<file path="src/rtl/binary_to_bcd.sv">
// ============================================================================
// Module   : binary_to_bcd
// Purpose  : Sequential shift-and-add-3 binary to packed-decimal converter
//            with a start/ready/done handshake.
// Revision : 1.0 - initial release
// ============================================================================
`default_nettype none

module binary_to_bcd #(
   parameter int WIDTH  = 26,
   parameter int DIGITS = 8
) (
   input  logic             clk,
   input  logic             rstN,
   input  logic             start,
   input  logic [WIDTH-1:0] binary_value,
   output logic             ready,
   output logic             done,
   output logic [3:0]       BCD_value [DIGITS-1:0]
);

   localparam int CNT_W = $clog2(WIDTH + 1);

   typedef enum logic [1:0] {
      IDLE  = 2'd0,
      ADD3  = 2'd1,
      SHIFT = 2'd2,
      DONE  = 2'd3
   } state_t;

   state_t              state;
   logic [WIDTH-1:0]    shift_reg;
   logic [4*DIGITS-1:0] scratch;
   logic [CNT_W-1:0]    bit_cnt;

   logic [4*DIGITS-1:0] scratch_adj;
   logic [4*DIGITS-1:0] scratch_shl;

   generate
      for (genvar g = 0; g < DIGITS; g++) begin : g_digit
         assign scratch_adj[4*g +: 4] = (scratch[4*g +: 4] >= 4'd5) ?
                                        scratch[4*g +: 4] + 4'd3 :
                                        scratch[4*g +: 4];
      end
   endgenerate

   // The binary MSB feeds the units digit as the whole {scratch, shift_reg} moves left.
   assign scratch_shl = {scratch[4*DIGITS-2:0], shift_reg[WIDTH-1]};

   always_ff @(posedge clk or negedge rstN) begin
      if (!rstN) begin
         state     <= IDLE;
         ready     <= 1'b1;
         done      <= 1'b0;
         shift_reg <= '0;
         scratch   <= '0;
         bit_cnt   <= '0;
         for (int i = 0; i < DIGITS; i++) begin
            BCD_value[i] <= 4'd0;
         end
      end else begin
         case (state)
            IDLE: begin
               done <= 1'b0;
               if (start) begin
                  shift_reg <= binary_value;
                  scratch   <= '0;
                  bit_cnt   <= CNT_W'(WIDTH);
                  ready     <= 1'b0;
                  state     <= ADD3;
               end
            end
            ADD3: begin
               scratch <= scratch_adj;
               state   <= SHIFT;
            end
            SHIFT: begin
               scratch   <= scratch_shl;
               shift_reg <= {shift_reg[WIDTH-2:0], 1'b0};
               bit_cnt   <= bit_cnt - 1'b1;
               if (bit_cnt == CNT_W'(1)) begin
                  // Publish the final shifted value so the outputs never show partial results.
                  for (int i = 0; i < DIGITS; i++) begin
                     BCD_value[i] <= scratch_shl[4*i +: 4];
                  end
                  done  <= 1'b1;
                  state <= DONE;
               end else begin
                  state <= ADD3;
               end
            end
            DONE: begin
               done  <= 1'b0;
               ready <= 1'b1;
               state <= IDLE;
            end
            default: begin
               state <= IDLE;
            end
         endcase
      end
   end

endmodule

`default_nettype wire

</file>
<file path="config.mk">
export PLATFORM = sky130hd
export DESIGN_NAME = binary_to_bcd
export DESIGN_NICKNAME = d
export VERILOG_FILES = /design/src/rtl/binary_to_bcd.sv
export SDC_FILE = /design/constraint.sdc
export NUM_CORES = 1
export LEC_CHECK = 0
export ABC_AREA = 1
export CORE_UTILIZATION = 62
export CTS_BUF_LIST = sky130_fd_sc_hd__clkbuf_8
export CTS_CLUSTER_DIAMETER = 150
export DETAILED_ROUTE_END_ITERATION = 10
export PLACE_DENSITY = 0.95
export SETUP_SLACK_MARGIN = 0.15
export SLEW_MARGIN = 40
export SYNTH_ARGS = -nofsm -noshare
export SYNTH_HDL_FRONTEND = slang
export SYNTH_SLANG_ARGS = --single-unit
</file>
<file path="constraint.sdc">
create_clock -name clk -period 4.97 [get_ports clk]
set_clock_uncertainty 0.15 [all_clocks]
set_input_delay 1.2425 -clock clk [delete_from_list [all_inputs] [get_ports clk]]
set_output_delay 1.2425 -clock clk [all_outputs]
set_load 0.05 [all_outputs]
</file>
==> impl_metrics.yaml <==
cts:
  clkTransAtPathRegs_ns: 0.09
  cts_buffer_depth: 2
  cts_tree: "built"
  htreeDepth: 3
  clk_latency_ns: 0.36
  ctsResizeCount: 0
  post_cts_buffers: 0
  clkSinkCount: 99
  root_buffer: "clkbuf_8"
  cts_hold_buf: 0
  cts_made_buffers: 9
yosys:
  yosys_warnings: 0
  yosysSeqAreaShare: 0.4867
  synth_top_cell_by_area: "dfrtp_1"
  synth_ff_type: "dfrtp_1"
  yosys-top-cells-area: "dfrtp_1, nand2_1, ha_1"
  synth_cell_types: 27
  yosys-top-cells-count: "nand2_1, dfrtp_1, inv_1, nor2_1, a31oi_1"
  yosys.cell_count.top_type: "nand2_1"
  synth_edf_count: 0
  yosysTopAreaCellShare: 0.4816
  netlist_area_um2: 5092
  synth-seq-cells: 99
  synth_nets: 695
  synthCells: 643
  synth.avg_cell_area_um2: 7.920
  synthArstFlopShare: 1.000
global_route:
  grt_pass1_vias: 4537
  overflow: 0
  track_usage: 0.2841
  grt_pass1_wl_mm: 19.36
  antenna_found_initial: 0
  grt_start_max_net_pins: 75
finish:
  final_area_um2: 5886
  fin_nets: 740
  layout-drive-gt1-share: 0.05491
  fin_util: 0.7500
  nFillCells: 573
  antenna_cells: 0
  syn_to_final_growth_pct: 15.58
floorplan:
  ioPinCount: 63
  rows: 32
  core_um2: 7848
  die_w_um: 92.63
  start_util: 0.6489
  fp.dieH_um: 92.63
  dieArea_um2: 8580
critical_path:
  worst-path-buf-inv: 1
  cp.arrival_ns: 1.69
  crit_path_end_kind: "primary output"
  crit_path_start_kind: "flop"
  max_stage_delay_ns: 0.79
  worstSetupPathType: "flop to primary output"
  cp_cell_sequence: "clkdlybuf4s50_1"
  slowest_stage: "clkdlybuf4s50_1"
  cp.required_ns: 3.58
  crit_path_max_fanout: 2
  crit_family: "buffers and inverters"
power_and_ir_drop:
  internal-power_mw: 1.804
  pwr-share-seq: 0.373
  vdd_drop_max_mv: 0.3476
  p_sw_frac: 0.4508
  power_density_nw_per_um2: 558.1
  power.leakage_nw: 2.873
  comb_power_share: 0.457
  power_switching_mw: 1.481
  pwr-share-clk: 0.170
detailed_routing:
  drt-initial-drc-count: 475
  drtPass1Iterations: 5
  post-route-drc-count: 0
  drt_wl_total_mm: 11.25
  via_per_inst: 5.673
  final_antenna_net_count: 0
  vias: 4504
  routedWlPerCell_um: 14.17
run_status:
  status: "finished, final reports clean"
sta:
  rsz0062_at_grt: "no"
  min_period_ns: 3.081
  tightest_slew_ns: 0.7407
  final_hold_viol_count: 0
  fin_setup_tns_ns: 0
  relSlewSlack: 0.5062
  slew_violations: 0
  max_freq_ghz: 0.3245
  period_share: 0.6200
  setup_viol: 0
placement:
  port_buffers: 62
  place_area_um2: 5670
  routabilityCongestion: 0.8074
  dpl.hpwl_mm: 7.436
flow_run:
  drv_cap: 0
min_path:
  min_path_type: "flop to flop"
[routing by layer]
layer / wire [um] / GRT usage / vias up
li1: - / - / 2142
met1: 4647 / 0.3451 / 2120
met2: 5687 / 0.5019 / 218
met3: 692 / 0.03530 / 24
met4: 226 / 0.1346 / 0
met5: 0 / 0 / -
[path summary, 6_finish.rpt]
check,start,end,slack [ns],cells after the start
max,ready$_DFFE_PN1P_,ready,1.89,1
min,scratch[17]$_DFFE_PN0P_,scratch[17]$_DFFE_PN0P_,0.34,2
max reg2reg,state[0]$_DFFE_PN0P_,scratch[14]$_DFFE_PN0P_,2.08,8
min reg2reg,scratch[17]$_DFFE_PN0P_,scratch[17]$_DFFE_PN0P_,0.34,2
max in group asynchronous,rstN,scratch[29]$_DFFE_PN0P_,3.12,2
min in group asynchronous,rstN,BCD_value[18]$_DFFE_PN0P_,0.73,1
[per-stage QoR]
step | std cells | hold slack [ns] | worst slack, ns | total power [mW]
2_1_floorplan | 643 | 0.2989 | 2.856 | 2.368
3_3_place_gp | 779 | 0.3111 | 1.962 | 2.579
3_5_place_dp | 779 | 0.3150 | 1.902 | 2.687
4_1_cts | 794 | 0.3395 | 1.881 | 3.259
5_1_grt | 794 | 0.3580 | 1.872 | 3.527
6_report | 794 | 0.3350 | 1.889 | 3.285
[final cells by class]
| cell class | instances | area, um2 | share of cell area |
|---|---|---|---|
| clock buffer | 10 | 137.6 | 0.02338 |
| clock inverter | 5 | 77.57 | 0.01318 |
| inverter | 54 | 205.2 | 0.03486 |
| multi-input combinational | 457 | 2200 | 0.3737 |
| sequential | 99 | 2479 | 0.4211 |
| tap | 102 | 127.6 | 0.02168 |
| timing repair buffer | 67 | 659.4 | 0.1120 |
[tightest hold or removal path, cell delays in order (launching register included)]
cell	delay (ns)
dfrtp_1	0.35
nand2_1	0.05
nand2_1	0.05
[kinds of logic after synthesis]
logic type | synth area share
AND/OR/NAND/NOR | 0.2617
flip-flops | 0.4867
AO/OA/AOI/OAI | 0.1138
buffers and inverters | 0.08133
adder cells (fa/ha/maj) | 0.05651
[power groups by stage]
stage / combinational, mW / sequential [mW] / clock, mW
finish: 1.50 / 1.22 / 0.559
global route: 1.68 / 1.25 / 0.597
CTS: 1.48 / 1.22 / 0.565
detailed placement: 1.46 / 1.23 / 0
global placement: 1.37 / 1.21 / 0
floorplan: 1.18 / 1.19 / 0
[cell usage in the layout, fill, tap and decap left out, types with 2 or more instances in the layout]
| cell | instances |
|---|---|
| a21oi_1 | 3 |
| a31oi_1 | 27 |
| buf_4 | 5 |
| bufinv_16 | 2 |
| clkbuf_8 | 10 |
| clkdlybuf4s50_1 | 61 |
| clkinv_2 | 2 |
| dfrtp_1 | 98 |
| ha_1 | 23 |
| inv_1 | 53 |
| nand2_1 | 256 |
| nand3_1 | 24 |
| nand4_1 | 2 |
| nor2_1 | 43 |
| nor2_2 | 6 |
| nor3_1 | 2 |
| o21ai_0 | 26 |
| o21ai_1 | 10 |
| o21ai_2 | 6 |
| o22ai_1 | 23 |
No activity file was read; power rests on OpenSTA's default activity.
